## config.mk

```make
export PLATFORM = sky130hd
export DESIGN_NAME = ifetch_buf
export DESIGN_NICKNAME = d
export VERILOG_FILES = /design/src/rtl/ifetch_buf.sv
export SDC_FILE = /design/constraint.sdc
export NUM_CORES = 1
export LEC_CHECK = 0
export ABC_AREA = 1
export BUFFER_PORTS_ARGS = -buffer_cell sky130_fd_sc_hd__buf_2
export CORE_MARGIN = 2
export CORE_UTILIZATION = 30
export DETAILED_ROUTE_END_ITERATION = 7
export PLACE_DENSITY = 0.61
export SLEW_MARGIN = 20
export SYNTH_ARGS = -nofsm -noshare
export SYNTH_HDL_FRONTEND = slang
export SYNTH_SLANG_ARGS = --single-unit
```

## constraint.sdc

```tcl
create_clock -name clk -period 7.25 [get_ports clk]
set_input_delay 0.3625 -clock clk [delete_from_list [all_inputs] [get_ports clk]]
set_output_delay 0.3625 -clock clk [all_outputs]
set_load 0.01 [all_outputs]
```

## src/rtl/ifetch_buf.sv

```systemverilog
// rtl/ifetch_buf.sv - in-order instruction fetch ring with flush/discard; optional IFETCH_BYPASS_EN
module ifetch_buf #(
    parameter int          DEPTH      = 2,
    parameter logic [31:0] RESET_INST = 32'h0000_0013
) (
    input  logic        clk,
    input  logic        rst,
    input  logic [31:0] pc_i,
    input  logic        jump_en_i,
    output logic        hold_flag_o,
    output logic        mem_req_o,
    output logic [31:0] mem_addr_o,
    input  logic        mem_rvalid_i,
    input  logic [31:0] mem_rdata_i,
    output logic        inst_valid_o,
    output logic [31:0] inst_o,
    output logic [31:0] inst_addr_o,
    input  logic        id_ready_i
);

    localparam int PW = (DEPTH > 1) ? $clog2(DEPTH) : 1;

    typedef enum logic [1:0] {
        S_EMPTY = 2'd0,
        S_WAIT  = 2'd1,
        S_FULL  = 2'd2
    } slot_t;

    slot_t         state_q [DEPTH];
    logic [31:0]   addr_q  [DEPTH];
    logic [31:0]   data_q  [DEPTH];
    logic [PW-1:0] wr_ptr;
    logic [PW-1:0] fill_ptr;
    logic [PW-1:0] rd_ptr;
    logic [3:0]    discard_cnt;

    logic [3:0]    n_busy;
    logic [3:0]    n_wait;
    logic          any_full;
    logic [4:0]    occ;
    logic          issue;
    logic          fill_ok;
    logic          drop;
    logic          head_full;
    logic          bypass;
    logic          pop;

    function automatic logic [PW-1:0] ptr_inc(input logic [PW-1:0] p);
        if (p == PW'(DEPTH - 1)) begin
            return '0;
        end
        return p + 1'b1;
    endfunction

    // Occupancy from pre-cycle state: live slots plus responses still owed to a flushed stream
    always_comb begin
        n_busy   = 4'd0;
        n_wait   = 4'd0;
        any_full = 1'b0;
        for (int i = 0; i < DEPTH; i++) begin
            if (state_q[i] != S_EMPTY) n_busy = n_busy + 4'd1;
            if (state_q[i] == S_WAIT)  n_wait = n_wait + 4'd1;
            if (state_q[i] == S_FULL)  any_full = 1'b1;
        end
        occ = {1'b0, n_busy} + {1'b0, discard_cnt};
    end

    // Request, response and decode-side handshake decisions
    always_comb begin
        issue     = !rst && !jump_en_i && (occ < 5'(DEPTH));
        fill_ok   = mem_rvalid_i && (discard_cnt == 4'd0) && (state_q[fill_ptr] == S_WAIT);
        drop      = mem_rvalid_i && (discard_cnt != 4'd0);
        head_full = (state_q[rd_ptr] == S_FULL);
`ifdef IFETCH_BYPASS_EN
        bypass    = !rst && !jump_en_i && !any_full && (fill_ptr == rd_ptr) && fill_ok;
`else
        bypass    = 1'b0 & any_full;
`endif
        hold_flag_o  = !rst && (occ >= 5'(DEPTH));
        mem_req_o    = issue;
        mem_addr_o   = pc_i;
        inst_valid_o = head_full || bypass;
        if (head_full) begin
            inst_o      = data_q[rd_ptr];
            inst_addr_o = addr_q[rd_ptr];
        end else if (bypass) begin
            inst_o      = mem_rdata_i;
            inst_addr_o = addr_q[fill_ptr];
        end else begin
            inst_o      = RESET_INST;
            inst_addr_o = 32'h0;
        end
        pop = inst_valid_o && id_ready_i && !jump_en_i && !rst;
    end

    // Slot state, pointers and discard counter; a bypassed pop overrides the fill of the same slot
    always_ff @(posedge clk) begin
        if (rst) begin
            for (int i = 0; i < DEPTH; i++) state_q[i] <= S_EMPTY;
            wr_ptr      <= '0;
            fill_ptr    <= '0;
            rd_ptr      <= '0;
            discard_cnt <= 4'd0;
        end else if (jump_en_i) begin
            for (int i = 0; i < DEPTH; i++) state_q[i] <= S_EMPTY;
            wr_ptr      <= '0;
            fill_ptr    <= '0;
            rd_ptr      <= '0;
            discard_cnt <= discard_cnt + n_wait - {3'b0, (fill_ok || drop)};
        end else begin
            if (issue) begin
                state_q[wr_ptr] <= S_WAIT;
                wr_ptr          <= ptr_inc(wr_ptr);
            end
            if (fill_ok) begin
                state_q[fill_ptr] <= S_FULL;
                fill_ptr          <= ptr_inc(fill_ptr);
            end
            if (pop) begin
                state_q[rd_ptr] <= S_EMPTY;
                rd_ptr          <= ptr_inc(rd_ptr);
            end
            if (drop) begin
                discard_cnt <= discard_cnt - 4'd1;
            end
        end
    end

    // Payload storage: address captured at issue, word captured at fill
    always_ff @(posedge clk) begin
        if (issue) begin
            addr_q[wr_ptr] <= pc_i;
        end
        if (fill_ok && !jump_en_i && !rst) begin
            data_q[fill_ptr] <= mem_rdata_i;
        end
    end

    // A response with nothing outstanding means the memory side broke the protocol
    always_ff @(posedge clk) begin
        if (!rst) begin
            assert (!(mem_rvalid_i && (discard_cnt == 4'd0) && (n_wait == 4'd0)));
        end
    end

endmodule

```

==> reports/results.txt, run 1 <==
Outcome: completed
Worst skew pair latency: 0.41 ns
Initial Util: 30.7%
Initial antenna violation count: 0
DR WL/cell: 13.0 um
Slew HR: 37.4%
CTS clk-pin slew, worst paths: 0.06 ns
Total die area: 22800 um^2
RePlAce Congestion: 0.762
Seq/Total Area, Yosys: 63.3%
CP arrival: 2.63 ns
Clock skew: 0.00867 ns
Placement Setup Slack: 4.37 ns
Yosys top cell by area: edfxtp_1
RSZ-0062 raised after global routing: no
Largest net degree at the start of global routing: 67
FF-to-FF path depth: 12
Avg Vias per Cell: 4.12
# Post-CTS Setup Buffers: 0
FP Rows: 53
Seq pwr share: 44.9%
Final hold vios: 0
Clk network pwr share: 41.5%
Post-CTS Hold Fix Bufs: 0
Root buf cell: clkbuf_16
All-layer global routing usage: 11.0%
I/O pin count: 168
Power Density: 266 nW/um^2
Max_cap viols: 0
Post-layout net count: 740
Yosys warnings: 0
CP required: 6.89 ns
Placed insts: 912
Worst setup path category: reg -> out
Final worst-path cycle share: 41.3%
Layout cells sized above 1: 39.8%
Worst Path Max Fanout: 4
GR Overflow Total: 0
Pwr Total: 2.12 mW
Syn Area/Cell: 12.7 um^2
Final Setup Violations: 0
Reg2reg start: state_q[0][0]
Fin crit period: 2.99 ns
Final wirelength: 12300 um
Setup crit start: state_q[0][0]
DRT antenna net count: 0
Final HPWL DP: 7970 um
Critical Path Start Type: register
FMAX: 334 MHz
Hold slack: 0.137 ns
DIE WIDTH: 151 um
Slew @ Worst Pin: 0.939 ns
Peak VDD IR: 152 uV
Comb pwr share: 13.6%
H-tree levels: 4
Synth top area cells: edfxtp_1, mux2_2, inv_1, nand2_1, dfxtp_1
Clock buffer depth: 2
Mapped Nets: 595
CTS tree: done
Leakage power: 3.66 nW
Hold Startpoint: mem_rdata_i[27]
Netlist cell types: 33
Net Switching: 0.525 mW
Post_cts resized: 0
Vertical die dimension: 151 um
Hold path depth: 1
Router iterations before antenna repair: 4
Setup TNS: 0 ns
CTS Buf Count: 17
Finished layout cell area: 7940 um^2
Final Non-Filler Cells: 944
FF+latch count, synth: 141
Clk sinks: 141
DR vias: 3887
Final worst slack: 4.26 ns
Vias in the first global route: 3757
Internal power: 1.59 mW
First-pass GRT wire length: 18900 um
DRT iter0 DRCs: 188
Endpoint type of the worst setup path: primary output
Buffers on Ports: 167
DRC errors left: 0
Core ar.: 21100 um^2
Final Core Density: 37.7%
Area after DPL: 7340 um^2
# diodes: 0
Syn Inst Count: 511
Hold WC Path Type: in -> reg
Final Max Tran Viols: 0
Synth-to-Final Area Change: 22.5%
Area share of the largest cell type after synthesis: 59.3%
Net Sw Frac: 24.8%
Mapped cell area: 6480 um^2
-- sequential cells by signal, summed over array words and instances (netlist names), named ones only --
| name | flops |
|---|---|
| data_q | 64 |
| wr_ptr | 1 |
| state_q | 4 |
| rd_ptr | 1 |
| discard_cnt | 4 |
| addr_q | 64 |
| fill_ptr | 1 |
-- layout by cell type, fill, tap and decap left out, types with 3 or more instances in the layout --
cell type   Yosys  final
a21oi_1         9      9
a21oi_2         3      3
buf_2           6    167
buf_4          32      4
bufinv_16       0      3
clkbuf_16       0     17
clkinv_2        0      4
clkinvlp_4      0      4
dfxtp_1        13     12
edfxtp_1      128    128
ha_1           13     13
inv_1          93     91
inv_2           5      5
inv_6           0      3
mux2_1         21     21
mux2_2         40     40
nand2_1        93     93
nand2_2         4      4
nand3_1         9      9
nor2_1          7      7
o21ai_0         8      8
-- layout make-up --
type,count,area (um^2)
timing repair buffer,171,866
tap,275,344
sequential,141,4110
clock buffer,18,429
inverter,98,368
multi-input combinational,227,1660
fill,2086,13100
clock inverter,14,166
-- worst max-delay path: stages (launching register included) --
cell and delay (ns):
dfxtp_1 0.32, inv_1 0.12, nand2_1 0.07, ha_1 0.28
ha_1 0.15, inv_1 0.05, fa_1 0.47, a21boi_1 0.18
nand2_2 0.11, nor2_8 0.15, nand3_1 0.13, inv_1 0.07
buf_2 0.12
-- metal layers --
metal / vias to the layer above / part of all wire, % / global-route usage (%)
met2: 121 / 48 / 19.0
met1: 1799 / 45 / 12.9
met4: 0 / 1.3 / 3.93
met3: 16 / 6.3 / 3.52
met5: - / 0 / 0
li1: 1951 / - / -
-- synth_stat cells --
cell	number
fa_1	2
nand3_4	1
mux2_1	21
nand2_2	4
nor2_8	2
nand4_4	1
a21oi_1	9
buf_4	32
nand3b_4	1
dfxtp_1	13
nand3_2	1
nand2_4	1
a21boi_1	1
o221ai_1	1
a21oi_2	3
edfxtp_1	128
nand2_1	93
nor2_2	1
o21ai_1	1
inv_2	5
buf_6	7
inv_1	93
nor2_1	7
a211oi_1	1
xor2_1	2
mux2_2	40
nand3_1	9
nor2_4	2
ha_1	13
buf_2	6
nand4_2	1
nor3_1	1
o21ai_0	8
-- power by group through the flow --
stage                     combinational, mW  clock, mW  sequential (mW)
after detailed placement              0.291          0            0.968
after floorplan                       0.211          0            0.964
after global routing                  0.328      0.938            0.955
after CTS                             0.293      0.905            0.951
final                                 0.287      0.878            0.950
after global placement                0.287          0            0.967
-- worst paths after layout --
check | endpoint | slack, ns
hold reg to reg | state_q[0][0] | 0.49
setup reg to reg | addr_q[0][23] | 4.41
setup / recovery | mem_req_o | 4.26
hold / removal | data_q[1][27] | 0.14
-- kinds of logic after synthesis --
kind of cell | Yosys count | share of synthesized area (%)
fa+ha+maj | 15 | 3.13
flops | 141 | 63.3
buf+inv | 143 | 11.1
simple gates | 125 | 9.44
compound gates | 24 | 2.16
xor+xnor | 2 | 0.270
mux | 61 | 10.6
No activity file was read; power rests on OpenSTA's default activity.
==> run 2, diff against run 1 <==
- PLACE_DENSITY: 0.61 -> 0.63
- clock period: 7.25 -> 2.7 ns (I/O delays scaled with it)
==> run 2 against run 1 <==
  * First-iteration DRC count decreased by 15%
  * Highest routed layer unchanged
  * Sequential share of layout area shrank 4.8 points
  * Combinational power rose to 3.3 times the previous value
  * Global-route usage grew 0.73 points
  * Total power grew to 2.7 times the previous value
  * Hold slack lost 0.027 ns
  * Die area unchanged
  * Largest power group unchanged
  * Count of clock-buffer cells in the layout down 1
  * Critical path depth increased by 1
==> reports/results.txt, run 2 (synthesis gave the netlist of run 1 again) <==
DIE WIDTH: 151 um
DRT iter0 DRCs: 159
Leading cell type in the layout, fill and taps excluded: buf_2
Final Max Tran Viols: 0
Core ar.: 21100 um^2
Register Area: 4120 um^2
Final Setup Violations: 0
Buffers on Ports: 167
Largest net degree at the start of global routing: 45
Initial Util: 30.7%
CTS clk-pin slew, worst paths: 0.06 ns
First-pass GRT wire length: 20100 um
All-layer global routing usage: 11.8%
CTS tree: done
Final worst slack: 0.0846 ns
Final worst-path cycle share: 96.9%
Post-layout net count: 818
Clk sinks: 141
Largest regs: addr_q x64, data_q x64
Total die area: 22800 um^2
DR WL/cell: 12.9 um
DR vias: 4217
Final HPWL DP: 8580 um
Pwr Total: 5.71 mW
Slew @ Worst Pin: 0.630 ns
Router iterations before antenna repair: 4
Final hold vios: 0
RePlAce Congestion: 0.757
GR Overflow Total: 0
FP Rows: 53
CP required: 2.57 ns
Worst Path Max Fanout: 4
Vertical die dimension: 151 um
Flop2flop setup slack: 0.11 ns
Commonest non-fill, non-tap cells in the layout: buf_2, edfxtp_1, nand2_1, inv_1, dlygate4sd3_1
FMAX: 382 MHz
Avg Vias per Cell: 4.13
Synth-to-Final Area Change: 35.3%
Endpoint type of the worst setup path: primary output
Placement Setup Slack: 0.0442 ns
Peak VDD IR: 427 uV
Filler Cell Count: 1992
Multi-input gate area: 1710 um^2
CTS Buf Count: 17
Fin crit period: 2.62 ns
Outcome: completed
Final Core Density: 41.6%
Hold WC Path Type: in -> reg
Layout cells sized above 1: 39.5%
I/O pin count: 168
H-tree levels: 4
Slew HR: 58.0%
Power Density: 651 nW/um^2
Worst skew pair latency: 0.42 ns
Clock buffer depth: 2
Vias in the first global route: 4231
DRC errors left: 0
DRT antenna net count: 0
Leakage power: 4.00 nW
Worst setup path category: reg -> out
Hold slack: 0.110 ns
Final wirelength: 13200 um
# diodes: 0
CP arrival: 2.48 ns
Critical Path Start Type: register
Max_cap viols: 0
Clock skew: 0.0142 ns
Initial antenna violation count: 0
RSZ-0062 raised after global routing: yes
Root buf cell: clkbuf_16
Setup TNS: 0 ns
run 2: changes by cell type in the layout (fill, tap and decap cells not counted), moves of 4 or more:
cell	before	now
clkinv_4	0	4
buf_4	4	14
dfxtp_1	12	8
dlygate4sd3_1	0	65
run 2: worst paths after layout:
kind / from / endpoint / cells past startpoint
hold reg to reg: state_q[0][0] / state_q[0][0] / 2
hold / removal: id_ready_i / state_q[0][1] / 4
setup reg to reg: state_q[1][1] / addr_q[1][28] / 12
setup / recovery: state_q[1][1] / hold_flag_o / 13
run 2: metrics by stage:
stage | area, um^2 | cells
2_1_floorplan | 6490 | 511
6_report | 8770 | 1022
5_1_grt | 8770 | 1022
4_1_cts | 8690 | 1018
3_3_place_gp | 7460 | 921
3_5_place_dp | 7460 | 921
run 2: layout make-up:
type	instances	share of cell area [%]
multi-input combinational	227	19.5
clock buffer	17	4.85
clock inverter	15	1.68
timing repair buffer	249	18.8
sequential	141	46.9
inverter	98	4.31
tap	275	3.92
run 2: where the power goes:
part / switching [mW] / leakage (nW) / internal [mW] / total [mW]
Sequential: 0.0333 / 1.27 / 2.50 / 2.54
Combinational: 0.510 / 2.46 / 0.429 / 0.939
Clock: 0.884 / 0.280 / 1.35 / 2.24
run 2: layer usage:
layer | wire length [um] | vias up | track usage, %
li1 | - | 2108 | -
met1 | 5610 | 1969 | 13.4
met2 | 6620 | 124 | 20.4
met3 | 720 | 16 | 3.70
met4 | 244 | 0 | 4.86
met5 | 0 | - | 0
run 2: what timing repair did:
action	in CTS	in global routing
endpoints found under the setup margin	2	57
hold endpoints to repair	129	0
buffers inserted	0	4
resized for setup	2	16
hold buffers	65	0
pin swaps	1	5
run 2: worst max-delay path: stages, from the launching register on:
cell and delay [ns]:
dfxtp_4 0.35, inv_4 0.06, nand2_2 0.06, ha_4 0.27
ha_4 0.13, inv_2 0.03, fa_1 0.46, a21boi_2 0.16
nand2_2 0.10, nor2_8 0.17, nand2_2 0.06, nand2_1 0.05
inv_1 0.03, buf_2 0.12
